### config.mk
export PLATFORM = sky130hd
export DESIGN_NAME = jk_cmd_seq
export DESIGN_NICKNAME = d
export VERILOG_FILES = /design/src/rtl/jk_cmd_seq.sv
export SDC_FILE = /design/constraint.sdc
export NUM_CORES = 1
export LEC_CHECK = 0
export ABC_AREA = 1
export ABC_CLOCK_PERIOD_IN_PS = 3200
export CORE_ASPECT_RATIO = 0.75
export CORE_MARGIN = 5
export CORE_UTILIZATION = 30
export CTS_BUF_LIST = sky130_fd_sc_hd__clkbuf_4
export CTS_CLUSTER_DIAMETER = 120
export CTS_CLUSTER_SIZE = 14
export DETAILED_ROUTE_END_ITERATION = 7
export HOLD_SLACK_MARGIN = 0.06
export PLACE_DENSITY_LB_ADDON = 0.05
export SKIP_CTS_REPAIR_TIMING = 1
export SLEW_MARGIN = 25
export SYNTH_ARGS = -nofsm -noshare
export SYNTH_HDL_FRONTEND = slang
export SYNTH_SLANG_ARGS = --single-unit
### constraint.sdc
create_clock -name i_clk -period 3.2 [get_ports i_clk]
set_input_delay 0.64 -clock i_clk [delete_from_list [all_inputs] [get_ports i_clk]]
set_output_delay 0.64 -clock i_clk [all_outputs]
set_load 0.01 [all_outputs]
### src/rtl/jk_cmd_seq.sv
// rtl/jk_cmd_seq.sv - command sequencer driving the J/K/EN inputs of an FFJK flip-flop
//
// Buffers {op, rep} commands in a DEPTH-entry FIFO and plays each one onto
// registered J/K/EN for exactly rep+1 clock cycles, back-to-back while the
// FIFO holds further commands.
//
// Optional feature macro: JK_SEQ_CHECK_EN adds an expected-Q model of the
// downstream flip-flop and a sticky mismatch flag.
//
// Ports:
//   i_clk        clock, all state changes on the rising edge
//   i_reset      asynchronous active-high reset, clears all state
//   i_cmd_valid  command present
//   o_cmd_ready  FIFO can accept (occupancy < DEPTH)
//   i_cmd_op     00 HOLD, 01 RESET, 10 SET, 11 TOGGLE
//   i_cmd_rep    command drives EN for i_cmd_rep+1 cycles
//   o_j/o_k/o_en registered drive to the flip-flop
//   o_busy       running a command or FIFO non-empty
//   i_q_fb       flip-flop Q feedback            (JK_SEQ_CHECK_EN only)
//   o_mismatch   sticky expected-Q check failure (JK_SEQ_CHECK_EN only)

module jk_cmd_seq #(
    parameter int DEPTH = 4,
    parameter int CNT_W = 4
) (
    input  logic             i_clk,
    input  logic             i_reset,
    input  logic             i_cmd_valid,
    output logic             o_cmd_ready,
    input  logic [1:0]       i_cmd_op,
    input  logic [CNT_W-1:0] i_cmd_rep,
    output logic             o_j,
    output logic             o_k,
    output logic             o_en,
    output logic             o_busy
`ifdef JK_SEQ_CHECK_EN
    ,
    input  logic             i_q_fb,
    output logic             o_mismatch
`endif
);

    localparam int AW = (DEPTH > 1) ? $clog2(DEPTH) : 1;
    localparam int EW = 2 + CNT_W;

    localparam logic [AW-1:0]    PTR_ONE = 1;
    localparam logic [AW:0]      CNT_ONE = 1;
    localparam logic [CNT_W-1:0] REM_ONE = 1;

    localparam logic [0:0] S_IDLE = 1'b0;
    localparam logic [0:0] S_RUN  = 1'b1;

    logic [EW-1:0]    r_mem [DEPTH];
    logic [AW-1:0]    r_wr_ptr;
    logic [AW-1:0]    r_rd_ptr;
    logic [AW:0]      r_count;
    logic [0:0]       r_state;
    logic [CNT_W-1:0] r_rem;
    logic             r_j;
    logic             r_k;
    logic             r_en;

    logic             w_full;
    logic             w_empty;
    logic             w_push;
    logic             w_pop;
    logic [EW-1:0]    w_head;

    // DEPTH is a power of two and occupancy never exceeds it, so the MSB of
    // the count alone flags a full FIFO.
    assign w_full  = r_count[AW];
    assign w_empty = (r_count == '0);
    assign w_head  = r_mem[r_rd_ptr];

    // Both decisions use pre-edge occupancy: a full FIFO refuses a push even
    // while popping, and an entry written this edge is not popped until the next.
    assign w_push = i_cmd_valid && !w_full;
    assign w_pop  = !w_empty && ((r_state == S_IDLE) || (r_rem == '0));

    assign o_cmd_ready = !w_full;
    assign o_busy      = (r_state == S_RUN) || !w_empty;
    assign o_j         = r_j;
    assign o_k         = r_k;
    assign o_en        = r_en;

    // Storage needs no reset: entries are only read once written.
    always_ff @(posedge i_clk) begin
        if (w_push) begin
            r_mem[r_wr_ptr] <= {i_cmd_op, i_cmd_rep};
        end
    end

    always_ff @(posedge i_clk or posedge i_reset) begin
        if (i_reset) begin
            r_wr_ptr <= '0;
            r_rd_ptr <= '0;
            r_count  <= '0;
        end else begin
            if (w_push) begin
                r_wr_ptr <= r_wr_ptr + PTR_ONE;
            end
            if (w_pop) begin
                r_rd_ptr <= r_rd_ptr + PTR_ONE;
            end
            case ({w_push, w_pop})
                2'b10:   r_count <= r_count + CNT_ONE;
                2'b01:   r_count <= r_count - CNT_ONE;
                default: r_count <= r_count;
            endcase
        end
    end

    // Op bits map directly onto the pins: J = op[1], K = op[0].
    always_ff @(posedge i_clk or posedge i_reset) begin
        if (i_reset) begin
            r_state <= S_IDLE;
            r_rem   <= '0;
            r_j     <= 1'b0;
            r_k     <= 1'b0;
            r_en    <= 1'b0;
        end else if (w_pop) begin
            r_state <= S_RUN;
            r_rem   <= w_head[CNT_W-1:0];
            r_j     <= w_head[EW-1];
            r_k     <= w_head[EW-2];
            r_en    <= 1'b1;
        end else if (r_state == S_RUN) begin
            if (r_rem != '0) begin
                r_rem <= r_rem - REM_ONE;
            end else begin
                r_state <= S_IDLE;
                r_j     <= 1'b0;
                r_k     <= 1'b0;
                r_en    <= 1'b0;
            end
        end
    end

`ifdef JK_SEQ_CHECK_EN
    logic r_exp_q;
    logic r_exp_valid;
    logic r_mismatch;

    assign o_mismatch = r_mismatch;

    // Mirrors the flip-flop: it samples the same registered J/K/EN on the
    // same edge, so pre-edge r_exp_q is directly comparable to i_q_fb.
    always_ff @(posedge i_clk or posedge i_reset) begin
        if (i_reset) begin
            r_exp_q     <= 1'b0;
            r_exp_valid <= 1'b0;
            r_mismatch  <= 1'b0;
        end else begin
            if (r_exp_valid && (i_q_fb != r_exp_q)) begin
                r_mismatch <= 1'b1;
            end
            if (r_en) begin
                case ({r_j, r_k})
                    2'b01: begin
                        r_exp_q     <= 1'b0;
                        r_exp_valid <= 1'b1;
                    end
                    2'b10: begin
                        r_exp_q     <= 1'b1;
                        r_exp_valid <= 1'b1;
                    end
                    2'b11:   r_exp_q <= ~r_exp_q;
                    default: r_exp_q <= r_exp_q;
                endcase
            end
        end
    end
`endif

endmodule

# After elaboration in Yosys (flattened, before gate mapping)
# Memories as Yosys holds them, arrays and structs flattened.
# Index checks and enable logic that the tools add are counted.
[op_classes]
addsub = 5
eq_ne = 3
n_mux = 14
n_bitwise = 1
reduce_logical = 14
[op_table]
columns = ["cell", "count"]
rows = [
  ["$mux W4", 3],
  ["$mux W1", 10],
  ["$pmux W3 S2", 1],
  ["$reduce_bool A2 Y1", 3],
  ["$add A2 B1 Y2 const B", 2],
  ["$logic_not A4 Y1", 1],
  ["$reduce_and A2 Y1", 2],
  ["$reduce_bool A4 Y1", 1],
  ["$sub A4 B1 Y4 const B", 1],
  ["$add A3 B1 Y3 const B", 1],
  ["$logic_not A3 Y1", 1],
  ["$sub A3 B1 Y3 const B", 1],
  ["$eq A2 B1 Y1 const B", 1],
  ["$eq A2 B2 Y1 const B", 1],
  ["$logic_and A1 B1 Y1", 2],
  ["$logic_not A1 Y1", 2],
  ["$logic_or A1 B1 Y1", 2],
  ["$ne A2 B2 Y1 const B", 1],
  ["$not A1 Y1", 1],
]
[word_totals]
ff_bits = 15
ram_bits = 24
memories = 1
[mem_list]
columns = ["memory", "depth", "word_bits", "read_ports", "rd_ports_with_merged_regs", "write_ports", "line_no", "source"]
rows = [
  ["r_mem", 4, 6, 1, 0, 1, "53", "logic [EW-1:0] r_mem [DEPTH];"],
]

# Depth between registers and ports, before layout
# Gate-level depths: netlist (run 1).
[depth]
depth_word = 5
mapped_depth = 10
mapped_depth_nobuf = 10

# Worst setup path before layout (run 1)
# OpenSTA, ideal clock, no wires.
[synth_path]
kind = "register to register"
startpoint = "register r_rem[0]"
endpoint = "register r_count[2]"
arrival_time_ps = 1863
required_time_ps = 3069
setup_slack_ps = 1206
stages_incl_launch_ff = 11
n_path_buf = 0
cell_sequence = "dfrtp_1 > inv_1 > ha_1 > nand2_2 > a21oi_4 > ha_1 > inv_1 > fa_1 > a21oi_1 > o21ai_0 > xor2_1"
[synth_between]
elab_chain_cells = 5
word_cells_on_any_way = 7
[synth_lines]
columns = ["item", "line_no", "source"]
rows = [
  ["start, declared", "58", "logic [CNT_W-1:0] r_rem;"],
  ["start signal, assigned", "123", "r_rem <= w_head[CNT_W-1:0];"],
  ["start signal, assigned", "129", "r_rem <= r_rem - REM_ONE;"],
  ["$logic_not A4 Y1 (*)", "78", "assign w_pop = !w_empty && ((r_state == S_IDLE) || (r_rem == '0));"],
  ["$logic_or A1 B1 Y1 (*)", "78", ""],
  ["$logic_and A1 B1 Y1 (*)", "78", ""],
  ["named net w_pop", "66", "logic w_pop;"],
  ["$eq A2 B1 Y1 or $eq A2 B2 Y1 (tied branches)", "105", "case ({w_push, w_pop})"],
  ["$pmux W3 S2 or $reduce_bool A2 Y1 (tied branches)", "n/a", ""],
  ["end signal, assigned", "106", "2'b10: r_count <= r_count + CNT_ONE;"],
  ["end signal, assigned", "107", "2'b01: r_count <= r_count - CNT_ONE;"],
  ["end signal, assigned", "108", "default: r_count <= r_count;"],
  ["end, declared", "56", "logic [AW:0] r_count;"],
]
# The timed path passes the listed nets; every way through them passes the cells marked *.
# A chain may end at the register's enable or synchronous reset.

# Final worst setup path (run 1)
[layout_path]
startpoint = "register r_count[1]"
endpoint = "output port o_busy"
[layout_between]
elab_chain_cells = 3
[layout_lines]
columns = ["item", "line_no", "source"]
rows = [
  ["$logic_not A3 Y1", "72", "assign w_empty = (r_count == '0);"],
  ["$logic_not A1 Y1", "81", "assign o_busy = (r_state == S_RUN) || !w_empty;"],
  ["$logic_or A1 B1 Y1", "81", ""],
  ["end, declared", "35", "output logic o_busy"],
]
# No other way between the ends.

==> metrics, run 1 <==
outcome=finished clean; CP startpoint=r_count[1]; CP arrival=1720 ps; clk slew on worst S/H paths=120 ps; CTS tree=built; drt drc=0; Unique masters post-synth=22; multiplexer share of the synthesized area=0%; Initial Util=31.4%; DR vias/cell=4.28; Power Density=815 nW/um^2; largest family of logic cells by synthesized area=simple AND/OR/NAND/NOR gates; placed cells=272; Hold Crit Start=o_en; initial antenna violation count=0; clk_lat worst skew=350 ps; width of the chip=101 um; Synth Cell Area=1850 um^2; r2r setup slk=990 ps; die footprint=7840 um^2; Placed Area=2040 um^2; top_reg_cell synth=edfxtp_1; DRT iter0 DRCs=19; adder-cell share of the synthesized area=5.15%; grt ovf=0; TritonRoute pass-1 iters=4; Seq cells post-synth=39; worst setup path class=flip-flop to primary output; Root Driver=clkbuf_4; Commonest cells post-synth=48 x nand2_1, 36 x inv_1, 24 x edfxtp_1; Post-DP HPWL=2480 um; largest area contributor in the netlist=edfxtp_1; Area growth syn-to-layout=13.8%; H-tree level count=2; non-filler instance count after layout=280; IO Count=14; WHS Endpoint=o_en; Final Hold Violating Endpoints=0; number of synthesized flops with an enable pin=24; Slew @ Worst Pin=676 ps; RSZ-0062 raised after global routing=no; post-synthesis sequential area ratio=59.4%; CP Data Required Time=2560 ps; worst vdd ir=0.273 mV; M2 GR Usage=13.9%; clk sinks=39; Final Util=35.7%; YS warnings=0; worst hold path depth=2; max-slew violations=0; routed via count=1,198; Most Used Layer, Global Route=met2; reg-to-reg critical path endpoint=r_count[2]; first-pass GRT wire length=5790 um; Diodes inserted=0; Synth Area in XOR/XNOR=2.85%; pre-CTS setup slack=783 ps; largest net degree at the start of global routing=18; Tmin final=2360 ps; crit-path max FO=7; FMAX=424 MHz; final setup fails=0; Avg Synthesized Cell Area=10.0 um^2; DRT Wirelength=3380 um; layout cell share with drive strength beyond 1=8.42%; vias in the first global route=1,189; post-route setup slack=843 ps; CP Launch Type=flip-flop; # fillers=622; Hold Path Class=flip-flop to flip-flop; grt met3 use=2.87%; Synth Area in Simple Gates=19.1%; row cnt=24; Rel. slew slack=54.8%; Gate Count Post-Synth=184; input/output buffers=13; Worst Clk Skew=10.8 ps; wire per inst=12.1 um; Max Cap Viol=0; Tcrit/Tclk final=73.6%; most frequent cell after synthesis=nand2_1; core area=5890 um^2; FFs w/ async S/R, synth=38.5%; Final Cell Area=2100 um^2; Longest Clk Path Bufs=2; top post-synthesis cells by area=edfxtp_1 39%, dfrtp_1 20%, nand2_1 9.8%, inv_1 7.3%, nand3_1 4.9%; Placer Congestion=0.736; Synth top area share=39.1%; Final TNS setup=0 ps; Antenna Nets Post-Route=0; P_leak=0.937 nW; syn nets=200; met1 usage=13.4%; Compound-Gate Fraction of Synth Area=3.86%; CTS Buf Count=5; Worst Reg-to-Reg Cells=10; Crit. End Element=primary output; NumNets Final=217; overall routing resource usage=9.80%; die height=77.9 um; reg-to-reg startpoint=r_rem[0]
==> area by class of cell <==
class | count | area, um^2 | area share [%]
clock buffer | 7 | 52.6 | 2.50
inverter | 38 | 148 | 7.03
clock inverter | 1 | 5.00 | 0.238
multi-input combinational | 104 | 571 | 27.2
sequential | 39 | 1100 | 52.2
tap | 78 | 97.6 | 4.65
timing repair buffer | 13 | 130 | 6.20
==> through the flow <==
| stage | power (mW) | hold slack, ps |
|---|---|---|
| 2_1_floorplan | 1.31 | 453 |
| 3_3_place_gp | 1.47 | 463 |
| 3_5_place_dp | 1.48 | 463 |
| 4_1_cts | 1.75 | 495 |
| 5_1_grt | 1.87 | 542 |
| 6_report | 1.71 | 487 |
==> power by group <==
part | leakage, nW | switching (mW) | internal, mW
registers | 0.392 | 0.108 | 0.677
logic | 0.509 | 0.399 | 0.264
clock network | 0.0361 | 0.161 | 0.103
==> how the worst max path moves through the flow <==
| stage | endpoint | depth (start not counted) |
|---|---|---|
| final | o_busy | 5 |
| after global routing | o_busy | 5 |
| after CTS | o_busy | 5 |
| after detailed placement | r_count[2] | 8 |
| after global placement | r_count[2] | 8 |
| after floorplan | r_count[2] | 10 |
==> placed cells by master, fill, tap and decap left out, drive strengths merged, types with 2 or more instances in the layout <==
cell / n
a21oi: 3
clkbuf: 7
clkdlybuf4s50: 13
dfrtp: 15
edfxtp: 24
ha: 6
inv: 38
nand2: 53
nand3: 18
nor2: 10
o211ai: 4
o21ai: 3
xnor2: 2
xor2: 4
==> state kept, by name, indices dropped and copies added, names as in the netlist, 2 cells and up <==
name      cells
r_mem        24
r_count       3
r_rd_ptr      2
r_rem         4
r_wr_ptr      2
==> metal layers <==
| metal | vias up | share of wire (%) | wire, um |
|---|---|---|---|
| li1 | 610 | - | - |
| met1 | 561 | 51 | 1710 |
| met2 | 19 | 43 | 1470 |
| met3 | 8 | 3.7 | 124 |
| met4 | 0 | 2.3 | 79 |
| met5 | - | 0 | 0 |
==> critical path: stages, from the launching register on <==
cell             delay, ps
dfrtp_1                390
inv_1                  130
nand2_2                 80
nor2_4                 210
nand2_2                 80
clkdlybuf4s50_1        490
==> kinds of logic (layout without fill, tap and decap cells) <==
group,after synthesis,after routing
simple gates,81,81
buf+inv,41,59
flops,39,39
compound gates,10,10
fa+ha+maj,7,7
xor+xnor,6,6
No activity file was read; power rests on OpenSTA's default activity.
==> inputs of run 2 (changes only) <==
--- a/config.mk
+++ b/config.mk
@@ -6,7 +6,7 @@
 export NUM_CORES = 1
 export LEC_CHECK = 0
 export ABC_AREA = 1
-export ABC_CLOCK_PERIOD_IN_PS = 3200
+export ABC_CLOCK_PERIOD_IN_PS = 2140
 export CORE_ASPECT_RATIO = 0.75
 export CORE_MARGIN = 5
 export CORE_UTILIZATION = 30
==> constraint.sdc (replaced) <==
create_clock -name i_clk -period 2.14 [get_ports i_clk]
set_input_delay 0.428 -clock i_clk [delete_from_list [all_inputs] [get_ports i_clk]]
set_output_delay 0.428 -clock i_clk [all_outputs]
set_load 0.01 [all_outputs]
==> metrics, run 2 (synthesis gave the netlist of run 1 again) <==
outcome=finished clean; CTS tree=built; reg-to-reg startpoint=r_rem[1]; clk_lat worst skew=330 ps; wire per inst=12.1 um; Most Frequent Cell on Critical Path=inv_1; NumNets Final=225; H-tree level count=2; most frequent cells in the layout=48 x nand2_1, 34 x inv_1, 24 x edfxtp_1; WHS=447 ps; Slew @ Worst Pin=611 ps; core area=5890 um^2; Top reg by flops=r_mem; TritonRoute pass-1 iters=4; first-pass GRT wire length=6020 um; die footprint=7840 um^2; Longest Clk Path Bufs=2; clk slew on worst S/H paths=120 ps; Regs by FF count=r_mem: 24 flops, r_rem: 4 flops, r_count: 3 flops; drt drc=0; Post-DP HPWL=2640 um; pre-CTS setup slack=14.0 ps; CP max stage delay=400 ps; crit-path max FO=3; worst path cell trace=inv_1 > ha_4 > nand2_2 > a21oi_4 > ha_1 > inv_1 > fa_2 > a21oi_1 > o21ai_1 > xor2_1; overall routing resource usage=9.90%; Final TNS setup=0 ps; Rel. slew slack=59.2%; Final Hold Violating Endpoints=0; worst setup path class=flip-flop to flip-flop; crit-path leading delay family=adder cells; row cnt=24; register area=1100 um^2; Final Cell Area=2220 um^2; Antenna Nets Post-Route=0; Power Density=1300 nW/um^2; Area growth syn-to-layout=20.4%; Initial Util=31.4%; DRT Wirelength=3470 um; Root Driver=clkbuf_4; worst vdd ir=0.521 mV; final setup fails=0; Worst Clk Skew=9.06 ps; Critical path buffers and inverters=2; Final Util=37.8%; post-route setup slack=110 ps; clk sinks=39; DRT iter0 DRCs=44; P_leak=0.996 nW; Hold Path Class=input pin to asynchronous set/reset pin; Max Cap Viol=0; die height=77.9 um; CP Launch Type=flip-flop; most common cell after layout, fill and taps aside=nand2_1; placed cells=278; # fillers=639; Crit. End Element=flip-flop; Diodes inserted=0; Largest register FFs=24; non-filler instance count after layout=288; width of the chip=101 um; CTS Buf Count=5; vias in the first global route=1,277; footprint of the multi-input gates=586 um^2; Tmin final=2030 ps; largest net degree at the start of global routing=18; Tcrit/Tclk final=94.8%; grt ovf=0; CP Data Required Time=2360 ps; slowest cell on the critical path=dfrtp_1; CP arrival=2250 ps; CP startpoint=r_rem[1]; input/output buffers=13; RSZ-0062 raised after global routing=yes; total chip power=2.89 mW; IO Count=14; DR vias/cell=4.23; Placed Area=2090 um^2; initial antenna violation count=0; layout cell share with drive strength beyond 1=13.8%; routed via count=1,219; Placer Congestion=0.776; max-slew violations=0; FMAX=493 MHz
[run 2: cell types whose count changed in the layout (fill, tap and decap cells not counted), moves of 2 or more]
cell / delta
inv_2: +2
bufinv_16: +2
buf_4: +8
inv_1: -2
[run 2: worst reg2reg max path: stages, from the launching register on]
cell and delay (ps):
dfrtp_1 400, inv_1 110, ha_4 150, nand2_2 90
a21oi_4 180, ha_1 170, inv_1 70, fa_2 340
a21oi_1 150, o21ai_1 90, xor2_1 150
[run 2: report_power, final]
group / internal (mW) / switching, mW / total (mW)
registers: 1.01 / 0.172 / 1.18
logic: 0.470 / 0.623 / 1.09
clock network: 0.377 / 0.241 / 0.618
[run 2: area by class of cell]
cell class                 instances  share of cell area (%)
clock buffer                       6                    2.03
inverter                          38                    6.64
sequential                        39                    49.3
timing repair buffer              21                    8.56
clock inverter                     2                    2.70
tap                               78                    4.39
multi-input combinational        104                    26.4
[run 2: path summary, 6_finish.rpt]
path                                   end  slack, ps  cells after the start
worst max register to register  r_count[2]        110                     10
worst min register to register         o_k        510                      2
max in group asynchronous              o_j       1290                      2
worst max-delay path            r_count[2]        110                     10
min in group i_clk                     o_k        510                      2
worst min-delay path               r_state        450                      2
[run 2: metal layers]
| metal | vias to the layer above | global-route usage (%) | wire, um |
|---|---|---|---|
| li1 | 623 | - | - |
| met1 | 583 | 13.7 | 1800 |
| met2 | 11 | 14.9 | 1550 |
| met3 | 2 | 3.05 | 100 |
| met4 | 0 | 2.83 | 24 |
| met5 | - | 0 | 0 |
==> inputs of run 3 (changes only) <==
--- a/config.mk
+++ b/config.mk
@@ -11,8 +11,8 @@
 export CORE_MARGIN = 5
 export CORE_UTILIZATION = 30
 export CTS_BUF_LIST = sky130_fd_sc_hd__clkbuf_4
-export CTS_CLUSTER_DIAMETER = 120
-export CTS_CLUSTER_SIZE = 14
+export CTS_CLUSTER_DIAMETER = 80
+export CTS_CLUSTER_SIZE = 16
 export DETAILED_ROUTE_END_ITERATION = 7
 export HOLD_SLACK_MARGIN = 0.06
 export PLACE_DENSITY_LB_ADDON = 0.05
==> results of run 3 <==
No change in the layout: final DEF, timing and power equal those of run 2.
